--- src/rtl/instr_fetch_unit_if.sv ---
// Fetch-unit bus bundle: instruction-memory req/ack channel, the valid/ready
// instruction channel towards the datapath, and the redirect input.
//   master : the fetch unit (drives oIMemReq/oIMemAddr, oInst*, oMisaligned)
//   slave  : memory + datapath side (drives iIMemAck/iIMemData, iInstReady, iRedirect*)
interface instr_fetch_unit_if;
  logic        oIMemReq;
  logic [31:0] oIMemAddr;
  logic        iIMemAck;
  logic [31:0] iIMemData;
  logic [31:0] oInst;
  logic [31:0] oInstPC;
  logic        oInstValid;
  logic        iInstReady;
  logic        iRedirect;
  logic [31:0] iRedirectPC;
  logic        oMisaligned;

  modport master (
    output oIMemReq, oIMemAddr, oInst, oInstPC, oInstValid, oMisaligned,
    input  iIMemAck, iIMemData, iInstReady, iRedirect, iRedirectPC
  );

  modport slave (
    input  oIMemReq, oIMemAddr, oInst, oInstPC, oInstValid, oMisaligned,
    output iIMemAck, iIMemData, iInstReady, iRedirect, iRedirectPC
  );
endinterface

--- src/rtl/instr_fetch_unit.sv ---
// Instruction fetch unit: owns the fetch PC, issues one word request at a
// time to instruction memory (variable-latency req/ack), buffers returned
// words with their PCs in a QDEPTH-entry FIFO and presents the head to the
// datapath over valid/ready. A redirect flushes the FIFO and retargets fetch;
// a request already in flight at redirect time is drained and its data dropped.
// Ports:
//   iClk  - clock, rising edge
//   iClr  - asynchronous reset, active-high
//   bus   - instr_fetch_unit_if.master (memory, instruction and redirect channels)
module instr_fetch_unit #(
  parameter logic [31:0] RESET_PC = 32'h0040_0000,
  parameter int          QDEPTH   = 2
) (
  input  logic                  iClk,
  input  logic                  iClr,
  instr_fetch_unit_if.master    bus
);
  localparam int AW = (QDEPTH > 1) ? $clog2(QDEPTH) : 1;
  localparam int CW = $clog2(QDEPTH + 1);

  typedef enum logic [1:0] {S_IDLE, S_WAIT, S_DROP} state_e;

  state_e          state_q, state_d;
  logic [31:0]     pc_q, pc_d;
  logic [31:0]     addr_q, addr_d;
  logic            mis_q, mis_d;
  logic [AW-1:0]   rd_q, rd_d, wr_q, wr_d;
  logic [CW-1:0]   cnt_q, cnt_d;
  logic [31:0]     inst_q [QDEPTH];
  logic [31:0]     ipc_q  [QDEPTH];

  logic            ack, push, pop;
  logic [CW-1:0]   cnt_after;

  // Ack is only meaningful while a request is up.
  assign ack = (state_q != S_IDLE) && bus.iIMemAck;

  always_comb begin
    state_d   = state_q;
    pc_d      = pc_q;
    addr_d    = addr_q;
    mis_d     = mis_q;
    rd_d      = rd_q;
    wr_d      = wr_q;
    cnt_d     = cnt_q;
    push      = 1'b0;
    pop       = (cnt_q != '0) && bus.iInstReady;
    cnt_after = cnt_q;

    if (bus.iRedirect) begin
      // Flush wins over any same-cycle pop or push.
      pc_d  = bus.iRedirectPC;
      mis_d = (bus.iRedirectPC[1:0] != 2'b00);
      rd_d  = '0;
      wr_d  = '0;
      cnt_d = '0;
      unique case (state_q)
        S_WAIT:  state_d = ack ? S_IDLE : S_DROP;
        S_DROP:  state_d = ack ? S_IDLE : S_DROP;
        default: state_d = S_IDLE;
      endcase
    end else begin
      unique case (state_q)
        S_IDLE: begin
          // Issuing reserves a FIFO slot, so only go when one is free now.
          if ((cnt_q < CW'(QDEPTH)) && !mis_q) begin
            state_d = S_WAIT;
            addr_d  = pc_q;
          end
        end
        S_WAIT: begin
          if (ack) begin
            push      = 1'b1;
            pc_d      = pc_q + 32'd4;
            cnt_after = cnt_q + CW'(1) - CW'(pop);
            // Back-to-back issue when a slot is still free after this cycle.
            if (cnt_after < CW'(QDEPTH)) addr_d = pc_q + 32'd4;
            else                         state_d = S_IDLE;
          end
        end
        S_DROP: begin
          if (ack) state_d = S_IDLE;
        end
        default: state_d = S_IDLE;
      endcase
      if (pop)  rd_d = rd_q + AW'(1);
      if (push) wr_d = wr_q + AW'(1);
      cnt_d = cnt_q + CW'(push) - CW'(pop);
    end
  end

  always_ff @(posedge iClk or posedge iClr) begin
    if (iClr) begin
      state_q <= S_IDLE;
      pc_q    <= RESET_PC;
      addr_q  <= '0;
      mis_q   <= 1'b0;
      rd_q    <= '0;
      wr_q    <= '0;
      cnt_q   <= '0;
    end else begin
      state_q <= state_d;
      pc_q    <= pc_d;
      addr_q  <= addr_d;
      mis_q   <= mis_d;
      rd_q    <= rd_d;
      wr_q    <= wr_d;
      cnt_q   <= cnt_d;
    end
  end

  always_ff @(posedge iClk or posedge iClr) begin
    if (iClr) begin
      for (int i = 0; i < QDEPTH; i++) begin
        inst_q[i] <= '0;
        ipc_q[i]  <= '0;
      end
    end else if (push) begin
      inst_q[wr_q] <= bus.iIMemData;
      ipc_q[wr_q]  <= addr_q;
    end
  end

  assign bus.oIMemReq    = (state_q != S_IDLE);
  assign bus.oIMemAddr   = addr_q;
  assign bus.oInst       = inst_q[rd_q];
  assign bus.oInstPC     = ipc_q[rd_q];
  assign bus.oInstValid  = (cnt_q != '0);
  assign bus.oMisaligned = mis_q;
endmodule
--- src/flat_wrapper.sv ---
// flat-port wrapper written by rule: the top's interface ports become plain ports
module instr_fetch_unit_flat 
#(
  parameter logic [31:0] RESET_PC = 32'h0040_0000,
  parameter int          QDEPTH   = 2
)
  (iClk, iClr, bus_oIMemReq, bus_oIMemAddr, bus_oInst, bus_oInstPC, bus_oInstValid, bus_oMisaligned, bus_iIMemAck, bus_iIMemData, bus_iInstReady, bus_iRedirect, bus_iRedirectPC);
  instr_fetch_unit_if bus_i ();
  input  logic iClk;
  input  logic iClr;
  output wire logic [$bits(bus_i.oIMemReq)-1:0] bus_oIMemReq;
  output wire logic [$bits(bus_i.oIMemAddr)-1:0] bus_oIMemAddr;
  output wire logic [$bits(bus_i.oInst)-1:0] bus_oInst;
  output wire logic [$bits(bus_i.oInstPC)-1:0] bus_oInstPC;
  output wire logic [$bits(bus_i.oInstValid)-1:0] bus_oInstValid;
  output wire logic [$bits(bus_i.oMisaligned)-1:0] bus_oMisaligned;
  input wire logic [$bits(bus_i.iIMemAck)-1:0] bus_iIMemAck;
  input wire logic [$bits(bus_i.iIMemData)-1:0] bus_iIMemData;
  input wire logic [$bits(bus_i.iInstReady)-1:0] bus_iInstReady;
  input wire logic [$bits(bus_i.iRedirect)-1:0] bus_iRedirect;
  input wire logic [$bits(bus_i.iRedirectPC)-1:0] bus_iRedirectPC;
  assign bus_oIMemReq = bus_i.oIMemReq;
  assign bus_oIMemAddr = bus_i.oIMemAddr;
  assign bus_oInst = bus_i.oInst;
  assign bus_oInstPC = bus_i.oInstPC;
  assign bus_oInstValid = bus_i.oInstValid;
  assign bus_oMisaligned = bus_i.oMisaligned;
  assign bus_i.iIMemAck = bus_iIMemAck;
  assign bus_i.iIMemData = bus_iIMemData;
  assign bus_i.iInstReady = bus_iInstReady;
  assign bus_i.iRedirect = bus_iRedirect;
  assign bus_i.iRedirectPC = bus_iRedirectPC;
  instr_fetch_unit #(.RESET_PC(RESET_PC), .QDEPTH(QDEPTH)) u_core (.iClk(iClk), .iClr(iClr), .bus(bus_i));
endmodule
--- config.mk ---
export PLATFORM = sky130hd
export DESIGN_NAME = instr_fetch_unit_flat
export DESIGN_NICKNAME = d
export VERILOG_FILES = /design/src/rtl/instr_fetch_unit_if.sv /design/src/rtl/instr_fetch_unit.sv /design/src/flat_wrapper.sv
export SDC_FILE = /design/constraint.sdc
export NUM_CORES = 1
export LEC_CHECK = 0
export ABC_AREA = 0
export ABC_CLOCK_PERIOD_IN_PS = 15830
export BUFFER_PORTS_ARGS = -buffer_cell sky130_fd_sc_hd__buf_2
export CAP_MARGIN = 25
export CORE_MARGIN = 2
export CORE_UTILIZATION = 50
export DETAILED_ROUTE_END_ITERATION = 8
export PLACE_DENSITY = 0.76
export SYNTH_ARGS = -nofsm -noshare
export SYNTH_HDL_FRONTEND = slang
export SYNTH_SLANG_ARGS = --single-unit
--- constraint.sdc ---
create_clock -name iClk -period 15.83 [get_ports iClk]
set_input_delay 0.7915 -clock iClk [delete_from_list [all_inputs] [get_ports iClk]]
set_output_delay 0.7915 -clock iClk [all_outputs]
set_load 0.1 [all_outputs]
=== Word level (Yosys, flattened, before mapping) ===
Index checks and enable logic that the tools add are counted.

* Add/subtract/negate cells: 7
* Magnitude comparators: 5
* Equality and inequality tests: 9
* Muxes and demuxes: 34
* Bitwise gates (word level): 3
* Reductions and logical operators: 18

{| class="wikitable"
|+ Operators with widths
! operator !! count
|-
| $mux W32 || 13
|-
| $bwmux W64 || 2
|-
| $pmux W32 S2 || 1
|-
| $add A32 B3 Y32 const B || 1
|-
| $demux W32 S1 || 1
|-
| $mux W2 || 8
|-
| $reduce_bool A2 Y1 || 8
|-
| $ne A3 B2 Y1 const B || 3
|-
| $mux W1 || 8
|-
| $ne A2 B1 Y1 const B || 3
|-
| $pmux W2 S3 || 1
|-
| $reduce_and A5 Y1 || 1
|-
| $ge A2 B2 Y1 const B || 2
|-
| $logic_and A1 B1 Y1 || 4
|-
| $lt A2 B2 Y1 const B || 2
|-
| $not A1 Y2 || 2
|-
| $reduce_and A4 Y1 || 1
|-
| $sub A2 B1 Y2 || 2
|-
| $ne A3 B3 Y1 const B || 1
|-
| $add A1 B1 Y1 const B || 2
|-
| $add A2 B1 Y2 || 1
|-
| $add A2 B1 Y2 const B || 1
|-
| $eq A2 B1 Y1 const B || 1
|-
| $eq A2 B2 Y1 const B || 1
|-
| 6 further kinds || 6
|}

* Register bits: 199
* Input port bits: 69
* Output and inout port bits: 99
* Word-level logic and storage cells: 87

=== Logic depth before layout (Yosys ltp) ===
Gate-level depths: netlist of the first run.

* Depth in word-level cells: 8
* Gate-level depth with buffers: 9
* Gate-level depth less buffers: 8

=== Worst setup path before layout of the first run ===
Ideal clock, no wire load.

* Kind: register to output
* Start: register u_core.rd_q
* End: output port bus_oInstPC[10]
* Arrival time: 1.572 ns
* Data required time: 15.039 ns
* Setup slack: 13.467 ns
* Cell stages (with the launch flop): 4
* Buffers on the path: 2
* Path through: dfrtp_1 > clkbuf_1 > clkbuf_1 > mux2_2

* Word-level cells in the longest chain between the ends: 4

{| class="wikitable"
|+ RTL lines
! what !! line !! text
|-
| start, declared || instr_fetch_unit.sv:27 || <nowiki>logic [AW-1:0] rd_q, rd_d, wr_q, wr_d;</nowiki>
|-
| start signal, assigned || instr_fetch_unit.sv:106 || <nowiki>rd_q <= rd_d;</nowiki>
|-
| $not A1 Y2 (implied by the code) || instr_fetch_unit.sv:127 || <nowiki>assign bus.oInstPC = ipc_q[rd_q];</nowiki>
|-
| $mux W32 (implied by the code) (3 in a row) || instr_fetch_unit.sv:127 ||
|-
| end, declared || flat_wrapper.sv:14 || <nowiki>output wire logic [$bits(bus_i.oInstPC)-1:0] bus_oInstPC;</nowiki>
|}

Every way passes these cells. The select of a mux whose other input is x is not followed.

=== Final worst setup path of the first run ===
* Start: register u_core.rd_q
* End: output port bus_oInstPC[15]

Same word-level chain as after synthesis.

==> results.cfg, run 1 <==
[sta]
slew_headroom_pct = 40.2
tns_ns = 0
fin_crit_sh_pct = 19.4
fin_skew_ns = 0.00690
hold_ws_ns = 0.488
layout_setup_ws_ns = 12.76
tightest_slew_ns = 0.898
finalSetupViolations = 0
hold_viol_final = 0
fmax_ghz = 0.325
layout_min_cycle_time_ns = 3.07
rsz0062_at_grt = no
slew_violations = 0

[yosys]
synthArstFlopShare_pct = 100
synth_edf_count = 0
ys_seq_area_share_pct = 53.1
netlist_area_sq_mm = 0.00938
synth_flop_cell = dfrtp_1
syn_nets = 848
ys_warn_count = 0
netlist_instances = 772
ys_ff_latch = 199
synth.distinct_cells = 42
syn-mean-instance-area_sq_um = 12.1

[die]
die_area_sq_mm = 0.0199
die_y_microns = 141
rows = 50
core_sq_mm = 0.0186
die_w_microns = 141
initial_core_util_pct = 50.5
io_pins = 168

[cells_and_area]
drive_gt1_share_pct = 44.6
nFillCells = 1600
syn2layout_area_growth_pct = 16.4
n_antenna_cell = 0
finalInstanceArea_sq_mm = 0.0109
nNetsFinal = 995

[critical_path]
r2r_cells = 6
endpoint = bus_oInstPC[15]
arrival_ns = 2.28
critPathLaunchType = flip-flop
worstSetupStartpoint = u_core.rd_q
worstReg2RegStart = u_core.state_q[1]
cp-end-kind = output port
required_ns = 15.04
cp_max_fo = 64
critPathKind = reg -> out
timing.rr.end = u_core.ipc_q[62]
rrSetupSlack_ns = 13.13

[grt]
antenna_found_initial = 0
grt_usage_pct = 19.9
grt_pass1_vias = 6128
gr-total-overflow = 0
grt_pass1_wl_mm = 31.4
grt_start_max_net_pins = 128

[drt]
wl_mm = 19.3
drt_iter0_markers = 267
wire_per_inst_microns = 16.5
postRouteAntennaNets = 0
drt_first_pass_iters = 4
routed_via_density = 5.28
vias = 6154
drc = 0

[place]
placed_area_sq_mm = 0.0104
portBuffers = 167
pre_cts_ws_ns = 12.93
dp.final_hpwl_mm = 12.9
place_congestion = 0.862

[status]
status = finished clean

[clock_tree]
clkSlewWorstSetupHoldPaths_ns = 0.07
cts_tree = built
cts_setup_buffers = 0
cts_buffers = 17
h-tree-depth = 4
cts.path.max_buffers = 2
postCtsHoldBufs = 0
cts-root-buf = clkbuf_16
cts_resized = 0
clkLatencyLatePin_ns = 0.43
clock-sinks = 199

[worst_hold_path]
min_path_type = reg -> reg
hp-start = u_core.inst_q[55]

[job]
max_cap_violations = 0
## stage by stage
step | instances | util (%)
2_1_floorplan | 772 | -
3_3_place_gp | 1133 | 55.6
3_5_place_dp | 1134 | 55.8
4_1_cts | 1166 | 58.7
5_1_grt | 1166 | 58.7
6_report | 1166 | 58.7
## cell usage after synthesis (2+ instances only)
master | count | area (sq um)
a21oi_1 | 31 | 155
nor4_1 | 6 | 37.5
nand2_1 | 55 | 206
inv_1 | 13 | 48.8
o21ai_1 | 6 | 30.0
nand4_2 | 2 | 25.0
nor3_4 | 2 | 32.5
nor2_1 | 53 | 199
buf_4 | 3 | 22.5
or2_2 | 2 | 12.5
nand3_1 | 22 | 110
o21ai_0 | 24 | 120
xnor2_1 | 26 | 228
dfrtp_1 | 198 | 4950
buf_2 | 22 | 110
mux2i_1 | 2 | 20.0
clkbuf_2 | 3 | 15.0
mux2_1 | 4 | 45.0
nor2_2 | 2 | 12.5
nand4_1 | 16 | 100
mux2_2 | 192 | 2160
ha_1 | 7 | 87.6
and4_1 | 4 | 35.0
xor2_1 | 37 | 324
nor3_1 | 9 | 45.0
clkbuf_1 | 15 | 56.3
## logic make-up (layout without fill, tap and decap cells)
kind of cell,count (synthesis),count (layout),synth area share (%)
AO/OA/AOI/OAI,66,66,3.68
XOR/XNOR,63,63,5.88
adder cells (fa/ha/maj),7,7,0.934
buffers and inverters,59,219,2.90
flip-flops,199,199,53.1
multiplexers,198,198,23.8
AND/OR/NAND/NOR,180,180,9.73
## worst min path at each step
| stage | end | slack (ns) | depth (start not counted) |
|---|---|---|---|
| floorplan | u_core.inst_q[54] | 0.45 | 1 |
| global placement | u_core.ipc_q[63] | 0.46 | 1 |
| detailed placement | u_core.inst_q[54] | 0.48 | 1 |
| CTS | u_core.inst_q[54] | 0.49 | 1 |
| global route | u_core.ipc_q[63] | 0.50 | 1 |
| finish | u_core.inst_q[55] | 0.49 | 1 |
## registers in the layout (all words and copies together), names as in the netlist
name                    flops
u_core.inst_q              64
u_core.ipc_q               64
u_core.bus.oIMemAddr       32
u_core.pc_q                32
u_core.cnt_q                2
u_core.state_q              2
u_core.bus.oMisaligned      1
u_core.rd_q                 1
u_core.wr_q                 1
## layer usage
| metal | up-vias | part of all wire (%) | wire length, microns | global-route usage (%) |
|---|---|---|---|---|
| met4 | 0 | 2.4 | 460 | 7.63 |
| met2 | 143 | 46 | 8930 | 31.0 |
| li1 | 2983 | - | - | - |
| met1 | 2998 | 47 | 9060 | 27.5 |
| met3 | 30 | 4.1 | 795 | 4.21 |
| met5 | - | 0 | 0 | 0 |
## layout make-up
class / instances / area, sq um / share of cell area, %
inverter: 14 / 60.1 / 0.550
timing repair buffer: 173 / 893 / 8.18
clock inverter: 14 / 116 / 1.07
tap: 234 / 293 / 2.68
multi-input combinational: 514 / 4130 / 37.8
sequential: 199 / 4980 / 45.6
clock buffer: 18 / 439 / 4.02
## placed cells by master (no fill, tap or decap), types with 2 or more instances in the layout
| cell | count |
|---|---|
| o21ai_1 | 6 |
| clkbuf_16 | 17 |
| clkinv_4 | 3 |
| mux2_2 | 192 |
| dfrtp_1 | 197 |
| xnor2_1 | 26 |
| xor2_1 | 37 |
| or2_2 | 2 |
| nor3_1 | 9 |
| inv_6 | 5 |
| nor4_1 | 6 |
| and4_1 | 4 |
| inv_8 | 2 |
| mux2i_1 | 2 |
| clkinvlp_4 | 4 |
| nand4_2 | 2 |
| nand3_1 | 22 |
| ha_1 | 7 |
| a21oi_1 | 31 |
| nor3_4 | 2 |
| nand4_1 | 16 |
| nand2_1 | 54 |
| mux2_1 | 4 |
| nor2_1 | 53 |
| o21ai_0 | 24 |
| inv_1 | 12 |
| buf_2 | 167 |
| buf_4 | 5 |
## worst max-delay path: stages (launching register included)
cell	delay, ns
dfrtp_2	0.37
buf_4	0.69
mux2_2	0.31
buf_2	0.45
Power of run 1 is not shown: default switching activity piles up to over one toggle a cycle in this logic, so the estimate is an artifact.
==> run 2, diff against run 1 <==
- ABC_AREA: 0 -> 1
- ABC_CLOCK_PERIOD_IN_PS: 15830 -> 2800
- PLACE_DENSITY: 0.76 -> 0.78
- clock period: 15.83 -> 2.8 ns (I/O delays scaled with it)
==> results.cfg, run 2 <==
[critical_path]
required_ns = 2.66
cp_max_fo = 64
path_cells = buf_4 -> nand2_1 -> nand2_1 -> buf_2
r2r_cells = 9
critPathLaunchType = flip-flop
timing.critical_path.mode_cell = nand2_1
slowest_delay_ns = 0.60
crit_slowest_cell = buf_4
critPathKind = reg -> out
arrival_ns = 2.15
cp-end-kind = output port
rrSetupSlack_ns = 0.57

[place]
dp.cells = 1701
place_congestion = 0.906
dp.final_hpwl_mm = 16.2
portBuffers = 167

[cells_and_area]
instances_no_fill = 1797
n_antenna_cell = 0
top_regs = u_core.inst_q: 64 flops, u_core.ipc_q: 64 flops
syn2layout_area_growth_pct = 23.1
nNetsFinal = 1597
drive_gt1_share_pct = 16.4
mostFrequentLayoutCells = 585 x nand2_1, 197 x dfrtp_1, 167 x buf_2, 127 x o21ai_1, 111 x inv_1
layout_commonest_cell = nand2_1

[yosys]
ys_ff_latch = 199
syn-mean-instance-area_sq_um = 7.51
netlist_instances = 1314
synthTopCellsByCount = 585 x nand2_1, 198 x dfrtp_1, 127 x o21ai_1, 113 x inv_1, 73 x nand3_1
synth_most_common_cell = nand2_1
syn_nets = 1390
yosysTopAreaCellShare_pct = 50.2
synth.distinct_cells = 28
netlist_area_sq_mm = 0.00987
ys_warn_count = 0
synth_flop_cell = dfrtp_1
ys_seq_area_share_pct = 50.5
synthTopCellsByArea = dfrtp_1 50%, nand2_1 22%, o21ai_1 6.4%, inv_1 4.3%, nand3_1 3.7%
synth_edf_count = 0
yosysTopAreaCell = dfrtp_1
synthArstFlopShare_pct = 100

[die]
die_w_microns = 144
die_y_microns = 144
io_pins = 168
rows = 51
initial_core_util_pct = 50.9
die_area_sq_mm = 0.0209
core_sq_mm = 0.0194

[grt]
grt_start_max_net_pins = 129
gr-total-overflow = 0
grt_pass1_wl_mm = 39.5
grt_pass1_vias = 8030
antenna_found_initial = 0
grt_usage_pct = 23.7

[sta]
hold_viol_final = 0
slew_violations = 0
tns_ns = 0
tightest_slew_ns = 0.747
fmax_ghz = 0.437
slew_headroom_pct = 50.2
fin_skew_ns = 0.00797
fin_crit_sh_pct = 81.8
rsz0062_at_grt = no
layout_min_cycle_time_ns = 2.29
finalSetupViolations = 0

[drt]
routed_via_density = 4.92
postRouteAntennaNets = 0
wl_mm = 24.3
vias = 8847
drc = 0
drt_first_pass_iters = 5
wire_per_inst_microns = 13.5
drt_iter0_markers = 769

[clock_tree]
cts-root-buf = clkbuf_16
cts_tree = built
clock-sinks = 199
cts_buffers = 17
h-tree-depth = 4
clkSlewWorstSetupHoldPaths_ns = 0.06
clkLatencyLatePin_ns = 0.43
cts_resized = 0
cts.path.max_buffers = 2

[worst_hold_path]
hold_depth = 3
min_path_type = in -> reg

[power_and_ir_drop]
pwr-share-clk_pct = 17.8
finalPower_mw = 13.8
ir_drop_mv = 1.02
intPower_mw = 6.16
pwr-share-comb_pct = 52.5
p_leak_nw = 6.44
p_sw_share_pct = 55.3
powerDensity_mw_per_mm2 = 1140
switchingPower_mw = 7.62
power_frac_seq_pct = 29.7

[job]
max_cap_violations = 0

[status]
status = finished clean
==> run 2: worst paths after layout <==
| check | to | from |
|---|---|---|
| max in group asynchronous | u_core.pc_q[22] | iClr |
| max | bus_oInst[5] | u_core.rd_q |
| min in group asynchronous | u_core.inst_q[24] | iClr |
| min reg2reg | u_core.ipc_q[13] | u_core.ipc_q[13] |
| min | u_core.rd_q | bus_iInstReady |
| max reg2reg | u_core.bus.oIMemAddr[13] | u_core.state_q[1] |
==> run 2: logic make-up (layout without fill, tap and decap cells) <==
group | count (synthesis) | count (layout) | synth area share, %
buffers and inverters | 182 | 400 | 8.33
adder cells (fa/ha/maj) | 7 | 7 | 0.888
AND/OR/NAND/NOR | 743 | 743 | 30.3
XOR/XNOR | 6 | 6 | 0.533
AO/OA/AOI/OAI | 177 | 177 | 9.49
flip-flops | 199 | 199 | 50.5
==> run 2: area by class of cell <==
class	instances	area [sq um]
Clock buffer	18	429
Clock inverter	12	154
Fill cell	1738	7260
Inverter	118	447
Multi-Input combinational cell	933	4070
Sequential cell	199	4980
Tap cell	265	332
Timing Repair Buffer	252	1720
==> run 2: critical path, delay by kind of cell, from the launching register on <==
kind | cells | cell delay [ns]
buffers and inverters | 2 | 1.03
flip-flops | 1 | 0.39
AND/OR/NAND/NOR | 2 | 0.28
==> run 2: repair_timing <==
action / 4_1_cts / 5_1_grt
endpoints found under the setup margin: 0 / 0
buffers inserted: 0 / 0
hold buffers: 65 / 0
endpoints found under the hold margin: 124 / 0
==> run 2: power groups by stage <==
stage	Combinational, mW	Sequential (mW)	Clock [mW]
floorplan	4.57	5.47	0
global placement	7.11	4.10	0
detailed placement	7.17	4.12	0
CTS	7.26	4.07	2.49
global route	7.67	4.15	2.61
finish	7.24	4.09	2.45
==> run 2: metal layers <==
| layer | vias up | track usage [%] | part of all wire (%) |
|---|---|---|---|
| li1 | 4504 | - | - |
| met1 | 4039 | 33.3 | 46 |
| met2 | 267 | 38.2 | 47 |
| met3 | 37 | 3.61 | 5.6 |
| met4 | 0 | 7.41 | 1.9 |
| met5 | - | 0 | 0 |
==> run 2: metrics by stage <==
step | hold slack [ns] | area, sq um | util [%] | setup WS, ns
floorplan | 0.264 | 9870 | - | 0.0865
global placement | 0.361 | 10900 | 56.1 | 0.629
detailed placement | 0.362 | 10900 | 56.1 | 0.585
CTS | 0.0404 | 12100 | 62.5 | 0.522
global route | 0.0710 | 12100 | 62.6 | 0.315
finish | 0.0547 | 12100 | 62.6 | 0.511
(Power assumes the default switching activity.)
==> run 3, diff against run 2 <==
- ABC_AREA: 1 -> 0
- ABC_CLOCK_PERIOD_IN_PS: 2800 -> 2000
- PLACE_DENSITY: 0.78 -> 0.79
- clock period: 2.8 -> 2 ns (I/O delays scaled with it)
==> results.cfg, run 3 (same netlist as run 1, synthesis figures left out) <==
[die]
die_y_microns = 141
die_w_microns = 141
io_pins = 168
initial_core_util_pct = 50.5
rows = 50
die_area_sq_mm = 0.0199
core_sq_mm = 0.0186

[drt]
routed_via_density = 5.28
wire_per_inst_microns = 17.1
vias = 6687
wl_mm = 21.7
drc = 0
drt_iter0_markers = 284
drt_first_pass_iters = 5
postRouteAntennaNets = 0

[sta]
tightest_slew_ns = 0.618
hold_viol_final = 0
fin_skew_ns = 0.00682
rsz0062_at_grt = yes
layout_min_cycle_time_ns = 1.95
layout_setup_ws_ns = 0.0514
fmax_ghz = 0.513
fin_crit_sh_pct = 97.4
slew_headroom_pct = 58.7
slew_violations = 0
finalSetupViolations = 0

[grt]
grt_start_max_net_pins = 63
antenna_found_initial = 0
grt_pass1_vias = 6827
grt_pass1_wl_mm = 34.2
grt_usage_pct = 21.6
gr-total-overflow = 0

[critical_path]
critPathLaunchType = flip-flop
cp_max_fo = 22
cp-end-kind = flip-flop
rrSetupSlack_ns = 0.05
critPathKind = reg -> reg
arrival_ns = 2.29
required_ns = 2.34

[cells_and_area]
finalInstanceArea_sq_mm = 0.0123
syn2layout_area_growth_pct = 30.7
fin_util_pct = 66.0
mostFrequentLayoutCells = 197 x dfrtp_1, 190 x mux2_2, 158 x buf_2, 65 x dlygate4sd3_1, 53 x nand2_1
drive_gt1_share_pct = 44.4
nNetsFinal = 1098
top_regs = u_core.inst_q: 64 flops, u_core.ipc_q: 64 flops
n_antenna_cell = 0
layout_commonest_cell = dfrtp_1

[power_and_ir_drop]
powerDensity_mw_per_mm2 = 1560
ir_drop_mv = 1.11
finalPower_mw = 19.1
p_leak_nw = 5.89

[place]
portBuffers = 167
pre_cts_ws_ns = -0.0209
place_congestion = 0.891
placed_area_sq_mm = 0.0109
dp.final_hpwl_mm = 14.1

[clock_tree]
clkSlewWorstSetupHoldPaths_ns = 0.07
cts.path.max_buffers = 2
clock-sinks = 199
clkLatencyLatePin_ns = 0.43
cts_buffers = 17
cts_tree = built
h-tree-depth = 4
cts-root-buf = clkbuf_16

[job]
max_cap_violations = 0

[worst_hold_path]
min_path_type = in -> reg

[status]
status = finished clean
-- run 3: path summary, 6_finish.rpt --
path                            cells after the start                        to              from
worst min register to register                      1          u_core.ipc_q[63]  u_core.ipc_q[63]
max in group asynchronous                           4         u_core.inst_q[14]              iClr
worst max register to register                      9  u_core.bus.oIMemAddr[13]   u_core.cnt_q[0]
worst min-delay path                                4               u_core.rd_q    bus_iInstReady
worst max-delay path                                9  u_core.bus.oIMemAddr[13]   u_core.cnt_q[0]
min in group asynchronous                           3           u_core.ipc_q[2]              iClr
-- run 3: power by group --
group	total (mW)	leakage [nW]	switching [mW]	internal, mW
registers	5.67	2.60	0.779	4.89
clock network	3.26	0.267	1.43	1.83
logic	10.2	3.02	7.83	2.35
total	19.1	5.89	10.0	9.08
-- run 3: area by class of cell --
class,count,area [sq um]
inverter,14,56.3
fill,1350,6320
multi-input combinational,514,4190
clock buffer,23,488
tap,234,293
sequential,199,4980
clock inverter,7,71.3
timing repair buffer,276,2180
-- run 3: metal layers --
layer  GRT usage, %  up-vias  wire (microns)
li1               -     3180               -
met1           28.7     3307            9500
met2           36.5      180           10900
met3           3.77       20             973
met4           6.37        0             303
met5              0        -               0
-- run 3: through the flow --
stage	TNS (ns)	hold slack [ns]	instances
finish	0	0.0368	1267
global route	-0.175	0.0294	1267
CTS	0	0.0147	1257
detailed placement	-0.0552	0.207	1162
global placement	0	0.212	1162
floorplan	-133.38	0.214	772
-- run 3: what timing repair did --
action | in CTS | in global routing
hold buffers | 65 | 0
gates resized for setup | 1 | 8
endpoints found under the hold margin | 119 | 0
buffers inserted | 0 | 9
endpoints found under the setup margin | 61 | 85
pin swaps | 0 | 2
cloned | 0 | 1
-- run 3: worst max-delay path: stages (launching register included) --
cell and delay [ns]:
dfrtp_1 0.40, or2_4 0.26, nand2_4 0.07, ha_2 0.17
xnor2_1 0.09, a22oi_2 0.26, nor2_4 0.09, buf_4 0.16
clkbuf_16 0.18, a21oi_1 0.18
